### config.mk
export PLATFORM = sky130hd
export DESIGN_NAME = l_step_barrier_sync
export DESIGN_NICKNAME = d
export VERILOG_FILES = /design/src/rtl/l_step_pkg.sv /design/src/rtl/l_step_barrier_sync_collect.sv /design/src/rtl/l_step_barrier_sync.sv
export SDC_FILE = /design/constraint.sdc
export NUM_CORES = 1
export LEC_CHECK = 0
export ABC_CLOCK_PERIOD_IN_PS = 4530
export BUFFER_PORTS_ARGS = -buffer_cell sky130_fd_sc_hd__buf_2
export CAP_MARGIN = 20
export CELL_PAD_IN_SITES_DETAIL_PLACEMENT = 1
export CELL_PAD_IN_SITES_GLOBAL_PLACEMENT = 2
export CORE_AREA = 2 2 153 155
export DETAILED_ROUTE_END_ITERATION = 8
export DIE_AREA = 0 0 155 157
export PLACE_DENSITY = 0.79
export SLEW_MARGIN = 20
export SYNTH_ARGS = -nofsm -noshare
export SYNTH_HDL_FRONTEND = slang
export SYNTH_HIERARCHICAL = 1
export SYNTH_SLANG_ARGS = --single-unit
### constraint.sdc
create_clock -name clk -period 4.53 [get_ports clk]
set_input_delay 1.359 -clock clk [delete_from_list [all_inputs] [get_ports clk]]
set_output_delay 1.359 -clock clk [all_outputs]
set_load 0.03 [all_outputs]
### src/rtl/l_step_pkg.sv
// Shared types and helpers for the diffusion step-barrier controller.
package l_step_pkg;

    localparam int unsigned NUM_PE_MAX = 64;

    typedef enum logic [2:0] {
        ST_IDLE    = 3'd0,
        ST_LAUNCH  = 3'd1,
        ST_WAIT    = 3'd2,
        ST_RELEASE = 3'd3,
        ST_DONE    = 3'd4,
        ST_ERR     = 3'd5
    } state_e;

    // True when the low n bits of v are all ones; bits above n are padded high.
    function automatic logic all_ones(input logic [NUM_PE_MAX-1:0] v, input int unsigned n);
        logic [NUM_PE_MAX-1:0] pad;
        pad = {NUM_PE_MAX{1'b1}} << n;
        return &(v | pad);
    endfunction

endpackage

### src/rtl/l_step_barrier_sync_collect.sv
// Sticky per-PE arrival register with barrier-met and missing-channel views.
module barrier_collect
    import l_step_pkg::*;
#(
    parameter int unsigned NUM_PE = 16
) (
    input  logic              clk,
    input  logic              rst,
    input  logic              clear,
    input  logic              collect,
    input  logic [NUM_PE-1:0] mask,
    input  logic [NUM_PE-1:0] finished,
    output logic              all_arrived,
    output logic [NUM_PE-1:0] missing
);

    logic [NUM_PE-1:0] arrived;
    logic [NUM_PE-1:0] seen;

    // Include this cycle's flags so the last arrival closes the barrier at once.
    assign seen        = arrived | (finished & mask);
    assign missing     = mask & ~seen;
    assign all_arrived = all_ones(NUM_PE_MAX'(seen | ~mask), NUM_PE);

    always_ff @(posedge clk or negedge rst) begin
        if (!rst) begin
            arrived <= '0;
        end else if (clear) begin
            arrived <= '0;
        end else if (collect) begin
            arrived <= seen;
        end
    end

endmodule

### src/rtl/l_step_barrier_sync.sv
// Step-barrier controller: launches steps to the PE array, waits on a masked
// sticky barrier, counts completed steps and reports per-step timeouts.
module l_step_barrier_sync
    import l_step_pkg::*;
#(
    parameter int unsigned DATA_WIDTH = 32,
    parameter int unsigned NUM_PE     = 16,
    parameter int unsigned TIMEOUT_W  = 16
) (
    input  logic                  clk,
    input  logic                  rst,
    input  logic                  start,
    input  logic                  abort,
    input  logic [DATA_WIDTH-1:0] max_steps_cfg,
    input  logic [NUM_PE-1:0]     pe_mask,
    input  logic [TIMEOUT_W-1:0]  timeout_cycles,
    input  logic [NUM_PE-1:0]     finished,
    output logic                  step_go,
    output logic [DATA_WIDTH-1:0] l_step,
    output logic                  busy,
    output logic                  all_done,
    output logic                  timeout_err,
    output logic [NUM_PE-1:0]     late_pe
);

    state_e                state_q, state_d;
    logic [DATA_WIDTH-1:0] max_q;
    logic [NUM_PE-1:0]     mask_q;
    logic [TIMEOUT_W-1:0]  tmo_q;
    logic [TIMEOUT_W-1:0]  timer_q, timer_d;
    logic [DATA_WIDTH-1:0] l_step_d;
    logic [NUM_PE-1:0]     late_pe_d;
    logic                  cfg_load;
    logic                  arr_clear;
    logic                  arr_collect;
    logic                  all_arrived;
    logic [NUM_PE-1:0]     missing;

    barrier_collect #(
        .NUM_PE (NUM_PE)
    ) u_collect (
        .clk         (clk),
        .rst         (rst),
        .clear       (arr_clear),
        .collect     (arr_collect),
        .mask        (mask_q),
        .finished    (finished),
        .all_arrived (all_arrived),
        .missing     (missing)
    );

    // Next-state, counter and timer logic; abort overrides everything.
    always_comb begin
        state_d     = state_q;
        l_step_d    = l_step;
        late_pe_d   = late_pe;
        timer_d     = timer_q;
        cfg_load    = 1'b0;
        arr_clear   = 1'b0;
        arr_collect = 1'b0;

        if (abort) begin
            state_d   = ST_IDLE;
            l_step_d  = '0;
            late_pe_d = '0;
            timer_d   = '0;
            arr_clear = 1'b1;
        end else begin
            unique case (state_q)
                ST_IDLE, ST_DONE, ST_ERR: begin
                    if (start) begin
                        cfg_load  = 1'b1;
                        l_step_d  = '0;
                        late_pe_d = '0;
                        timer_d   = '0;
                        arr_clear = 1'b1;
                        state_d   = (max_steps_cfg == '0) ? ST_DONE : ST_LAUNCH;
                    end
                end
                ST_LAUNCH: begin
                    arr_clear = 1'b1;
                    timer_d   = '0;
                    state_d   = ST_WAIT;
                end
                ST_WAIT: begin
                    arr_collect = 1'b1;
                    if (all_arrived) begin
                        if (l_step != max_q) begin
                            l_step_d = l_step + DATA_WIDTH'(1);
                        end
                        state_d = ST_RELEASE;
                    end else if ((tmo_q != '0) && (timer_q == tmo_q - TIMEOUT_W'(1))) begin
                        late_pe_d = missing;
                        state_d   = ST_ERR;
                    end else begin
                        timer_d = timer_q + TIMEOUT_W'(1);
                    end
                end
                ST_RELEASE: begin
                    // Hold off the next launch until level-high flags drop.
                    if ((finished & mask_q) == '0) begin
                        state_d = (l_step == max_q) ? ST_DONE : ST_LAUNCH;
                    end
                end
                default: begin
                    state_d = ST_IDLE;
                end
            endcase
        end
    end

    // State register and registered outputs decoded from the next state.
    always_ff @(posedge clk or negedge rst) begin
        if (!rst) begin
            state_q     <= ST_IDLE;
            l_step      <= '0;
            late_pe     <= '0;
            timer_q     <= '0;
            max_q       <= '0;
            mask_q      <= '0;
            tmo_q       <= '0;
            step_go     <= 1'b0;
            busy        <= 1'b0;
            all_done    <= 1'b0;
            timeout_err <= 1'b0;
        end else begin
            state_q     <= state_d;
            l_step      <= l_step_d;
            late_pe     <= late_pe_d;
            timer_q     <= timer_d;
            if (cfg_load) begin
                max_q  <= max_steps_cfg;
                mask_q <= pe_mask;
                tmo_q  <= timeout_cycles;
            end
            step_go     <= (state_d == ST_LAUNCH);
            busy        <= (state_d == ST_LAUNCH) || (state_d == ST_WAIT) ||
                           (state_d == ST_RELEASE);
            all_done    <= (state_d == ST_DONE);
            timeout_err <= (state_d == ST_ERR);
        end
    end

endmodule

* Word level (Yosys, flattened, before mapping)
Index checks and enable logic that the tools add are counted.
Word-level totals: bits of input ports 84, bits in registers 151, output and inout bits 52, word-level logic and storage cells 86
Operators by class: add/subtract/negate cells 3, multiplexer cells 31, reductions and logical operators 15, bitwise operators 6, equality and inequality tests 19
Operators with widths (count):
- 16-bit 2-to-1 mux | 9
- 32-bit 2-to-1 mux | 4
- 32-bit case mux with 2 select lines | 1
- 16-bit case mux with 3 select lines | 1
- 32-bit by 1-bit adder with 32-bit output (second input constant) | 1
- 16-bit AND | 2
- 32-bit == test | 1
- 32-bit logical NOT | 1
- 32-bit inequality test | 1
- 16-bit inverter | 2
- 16-bit bitwise OR | 2
- 16-bit case mux with 2 select lines | 1
- 3-bit 2-to-1 mux | 7
- 3-bit inequality test (second input constant) | 6
- 16-bit by 1-bit adder with 16-bit output (second input constant) | 1
- 16-bit == test | 1
- 16-bit logical NOT | 1
- 16-bit AND reduction | 1
- 16-bit nonzero test | 1
- 16-bit by 1-bit subtractor with 16-bit output (second input constant) | 1
- 3-bit by 2-bit == test with 1-bit output (second input constant) | 4
- 3-bit == test (second input constant) | 4
- 3-bit case mux with 4 select lines | 1
- 4-bit AND reduction | 3
- other kinds (10) | 17

* Longest topological paths before layout
depth in word-level cells 10, gate-level depth with buffers 11, mapped depth without buffers 11

* Hierarchy
The synthesis kept the hierarchy.
Modules (own cells, without submodules):
- l_step_barrier_sync | cells each 679, seq. area each 3378.2 sq um, area an instance 7085.5 sq um, instances 1
- barrier_collect | cells each 73, seq. area each 400.4 sq um, area an instance 733.2 sq um, instances 1

* Worst setup path before layout
OpenSTA, ideal clock, no wires.
path kind register to register, start reg tmo_q[0], end reg late_pe[10], setup slack 1.130 ns, data arrival time 3.290 ns, required time 4.420 ns, cell stages (with the launch flop) 10, setup time 0.110 ns, period minus slack after synthesis 3.400 ns, path buffers 1, path through dfrtp_1 -> or4_1 -> or3_1 -> or4b_1 -> xnor2_1 -> or4_4 -> nor4_4 -> buf_2 -> o2111ai_1 -> o41ai_1
On the way: cells in the longest elaborated chain, start to end 5, elaborated cells between the ends (all ways) 6, classes of those cells 1 x add/sub; 2 x eq/ne; 3 x reduce/logical
Ends and longest elaborated chain:
- start, declared | RTL line l_step_barrier_sync.sv:29 | logic [TIMEOUT_W-1:0] tmo_q;
- start signal, assigned | RTL line l_step_barrier_sync.sv:134 | tmo_q <= timeout_cycles;
- 16-bit by 1-bit subtractor with 16-bit output | RTL line l_step_barrier_sync.sv:92 | end else if ((tmo_q != '0) && (timer_q == tmo_q - TIMEOUT_W'(1))) begin
- 16-bit == test | RTL line l_step_barrier_sync.sv:92
- 1-bit logical AND (*) | RTL line l_step_barrier_sync.sv:92
- 3-bit inequality test (no line) (*)
- 4-bit AND reduction (no line) (*)
- end signal, assigned | RTL line l_step_barrier_sync.sv:129 | late_pe <= late_pe_d;
- end, declared | RTL line l_step_barrier_sync.sv:23 | output logic [NUM_PE-1:0] late_pe
Every way passes the cells marked *; elsewhere a longest branch is shown, timed or not. A chain may end at the register's enable or synchronous reset.

* Worst setup path after layout
start reg tmo_q[0], end reg all_done
On the way: cells in the longest elaborated chain, start to end 8, elaborated cells between the ends (all ways) 9, classes of those cells 1 x add/sub; 2 x eq/ne; 4 x mux; 2 x reduce/logical
Ends and longest elaborated chain:
- 16-bit by 1-bit subtractor with 16-bit output | RTL line l_step_barrier_sync.sv:92
- 16-bit == test | RTL line l_step_barrier_sync.sv:92
- 1-bit logical AND (*) | RTL line l_step_barrier_sync.sv:92
- 3-bit 2-to-1 mux (*) | RTL line l_step_barrier_sync.sv:92
- 3-bit 2-to-1 mux (*) | RTL line l_step_barrier_sync.sv:87 | if (all_arrived) begin
- 3-bit case mux with 4 select lines (*) | RTL line l_step_barrier_sync.sv:69 | unique case (state_q)
- 3-bit 2-to-1 mux (*) | RTL line l_step_barrier_sync.sv:62 | if (abort) begin
- net state_d[2] | RTL line l_step_barrier_sync.sv:26 | state_e state_q, state_d;
- 3-bit == test (*) | RTL line l_step_barrier_sync.sv:139 | all_done <= (state_d == ST_DONE);
- end signal, assigned | RTL line l_step_barrier_sync.sv:139
- end, declared | RTL line l_step_barrier_sync.sv:21 | output logic all_done,
The timed path passes the listed nets; every way through them passes the cells marked *.

==> results.toml <==
[detailed_routing]
routed-via-count = 6485
drc = 0
avgRoutedWirePerCell_um = 19.5
drt.antenna.violating_nets = 0
firstDrtPassIters = 4
wl_mm = 23.1
via_per_inst = 5.48
first_iter_violations = 311

[clock_tree]
cts_resized = 0
cts_setup_buffers = 0
cts_tree = "yes"
cts.sinks = 151
clock_latency_ps = 430
cts_buffers = 17
htreeDepth = 4
root_buffer = "clkbuf_16"
cts.path.max_buffers = 2
ctsHoldBuffers = 0
cts.reportedPaths.clkPinSlew_ps = 60

[placement]
port_buffers = 135
place.gp.congestion = 0.773
hpwl_mm = 17.1

[synth]
synthCells = 752
synth_area_mm2 = 0.00782
async_reset_ff_share_pct = 100
synth-edff-count = 0
ys_ff_latch = 151
synth-warning-count = 6
ys.flop_type = "dfrtp_1"
synth_area_per_cell_um2 = 10.4
synth_nets = 839
synthDistinctLibCells = 58
ys_seq_area_share_pct = 48.3

[layout]
syn_to_final_growth_pct = 21.4
drive_gt1_share_pct = 28.4
nets = 973
fillers = 2537

[worst_setup_path]
critPathBufInv = 3
cp_cell_sequence = "inv_1 -> ha_1 -> or4b_1 -> nor2_1 -> xnor2_1 -> or4_1 -> or4_4 -> nor4_4 -> buf_4 -> o21ai_1 -> clkinv_1 -> and2_1"
path_class = "reg2reg"
cpPeakStageDelay_ps = 610
path_max_fanout = 33
critPathRequiredTime_ps = 4890
critPathTopFamily = "simple AND/OR/NAND/NOR gates"
cp_slowest_cell = "or4_4"
arrival_ps = 4120
end_kind = "register"
worst_setup_path_start_kind = "register"

[floorplanning]
die-area_mm2 = 0.0243
core_area_mm2 = 0.0225
io_pins = 136
die_x_um = 155
rows = 55
initial_core_util_pct = 34.7
die_y_um = 157

[power]
p_int_mw = 2.79
p_seq_share_pct = 43.0
p_per_area_mw_per_mm2 = 413
net-switching-power_mw = 1.13
p_comb_share_pct = 17.7
swShare_pct = 28.8
pwr-share-clk_pct = 39.3
vdd_drop_max_uv = 207
p_leak_nw = 4.12

[timing]
clock.fmax_mhz = 266
finalCritPeriodShare_pct = 83.1
whs_ps = 502
setup-violations-final = 0
grt_setup_unrepaired = "false"
skew_ps = 16.6
finalHoldViolations = 0
worst-slew-pin-transition_ps = 745
finalMaxSlewViolations = 0
finalCriticalPeriod_ps = 3770
slew_headroom_pct = 50.3
tns_ps = 0

[global_route]
grt_pass1_vias = 6600
grtUsageTotal_pct = 19.6
grt_overflow_total = 0
antenna_found_initial = 1
grt_pass1_wl_mm = 36.9
grt_max_degree = 78

[run_status]
status = "finished clean"

[run]
max-cap-violations = 0

[hold_path]
hold_class = "reg2reg"
[registers in the layout, summed over array words and instances, names as in the netlist]
register,cells
timer_q,16
l_step,32
mask_q,16
late_pe,16
all_done,1
state_q,3
max_q,32
timeout_err,1
step_go,1
tmo_q,16
busy,1
u_collect/arrived,16
[power by group through the flow]
| stage | logic (mW) | clock network (mW) | registers (mW) |
|---|---|---|---|
| 2_1_floorplan | 0.467 | 0 | 1.66 |
| 3_3_place_gp | 0.684 | 0 | 1.70 |
| 3_5_place_dp | 0.698 | 0 | 1.71 |
| 4_1_cts | 0.704 | 1.57 | 1.69 |
| 5_1_grt | 0.760 | 1.63 | 1.72 |
| 6_report | 0.692 | 1.54 | 1.69 |
[kinds of logic after synthesis]
kind of cell | synth area share (%)
AOI/OAI and AO/OA | 12.2
xor gates and xnor gates | 8.29
adders and majority gates | 0.480
buffers and inverters | 3.70
DFF | 48.3
muxes | 9.46
and+or+nand+nor | 17.5
[Yosys cell counts, types with 6 or more instances]
cell type / instances / area share, %
or4_1: 9 / 0.86
xor2_1: 52 / 5.8
o211ai_1: 6 / 0.58
mux2_2: 62 / 8.9
and3_1: 10 / 0.80
nor2_1: 62 / 3.0
nor3b_1: 18 / 1.7
nand4_1: 17 / 1.4
o21ai_0: 14 / 0.90
xnor2_1: 22 / 2.5
o2111ai_1: 16 / 1.8
o31ai_1: 8 / 0.77
nor3_1: 18 / 1.2
nor4_1: 23 / 1.8
and4_1: 6 / 0.67
inv_1: 35 / 1.7
dfrtp_1: 151 / 48
o41ai_1: 17 / 1.9
a31oi_1: 20 / 1.6
or3_1: 7 / 0.56
nand3_1: 21 / 1.3
a21oi_1: 15 / 0.96
nand2_1: 38 / 1.8
clkbuf_1: 29 / 1.4
[stage by stage]
step           utilization [%]  setup slack (ps)  instance area, µm²  power (mW)  std cells
2_1_floorplan                -              1130                7820        2.13        752
3_3_place_gp              39.4               698                8860        2.39       1152
3_5_place_dp              39.4               621                8860        2.41       1152
4_1_cts                   42.2               780                9490        3.97       1183
5_1_grt                   42.2               504                9490        4.11       1184
6_report                  42.2               764                9490        3.92       1184
[worst reg2reg max path, cell delays in order, from the launching register on]
cell and delay (ps):
dfrtp_1 410, inv_1 90, ha_1 270, or4b_1 570, nor2_1 160, xnor2_1 80
or4_1 570, or4_4 610, nor4_4 230, buf_4 360, o21ai_1 150, clkinv_1 100
and2_1 120
[layout make-up]
class	instances	area (µm²)	share of cell area (%)
diodes	1	2.50	0.0264
repair buffers	151	815	8.58
clock inverters	13	191	2.02
inverters	38	143	1.50
flip-flops and latches	151	3780	39.8
multi-input cells	527	3770	39.7
well taps	285	357	3.76
clock buffers	18	439	4.63
[final timing paths]
kind,slack [ps],startpoint,to,cells after the start
setup / recovery,760,tmo_q[0],all_done,12
hold / removal,500,u_collect/arrived[15],u_collect/arrived[15],2
setup reg to reg,760,tmo_q[0],all_done,12
hold reg to reg,500,u_collect/arrived[15],u_collect/arrived[15],2
max in group asynchronous,2840,rst,l_step[1],2
min in group asynchronous,830,rst,l_step[23],1
[per-layer routing]
layer  wire length, µm  part of all wire, %  global-route usage [%]  up-vias
li1                  -                    -                       -     3038
met4               371                  1.6                    6.31        0
met5                 0                    0                       0        -
met2             11200                   49                    31.8      129
met3               852                  3.7                    3.69       22
met1             10700                   46                    26.7     3296
[layout by cell type, fill, tap and decap left out, types with 8 or more instances in the layout]
master       n
buf_2      134
o2111ai_1   16
nor3b_1     17
a31oi_1     20
mux2_2      62
xor2_1      52
dfrtp_1    151
inv_1       35
and3_1      10
o31ai_1      8
nor3_1      17
nor2_1      61
a21oi_1     15
nand4_1     17
o41ai_1     17
nand2_1     38
nand3_1     21
o21ai_0     14
clkbuf_16   17
buf_4       15
or4_1        9
nor4_1      23
xnor2_1     22
No activity file was read; power rests on OpenSTA's default activity.
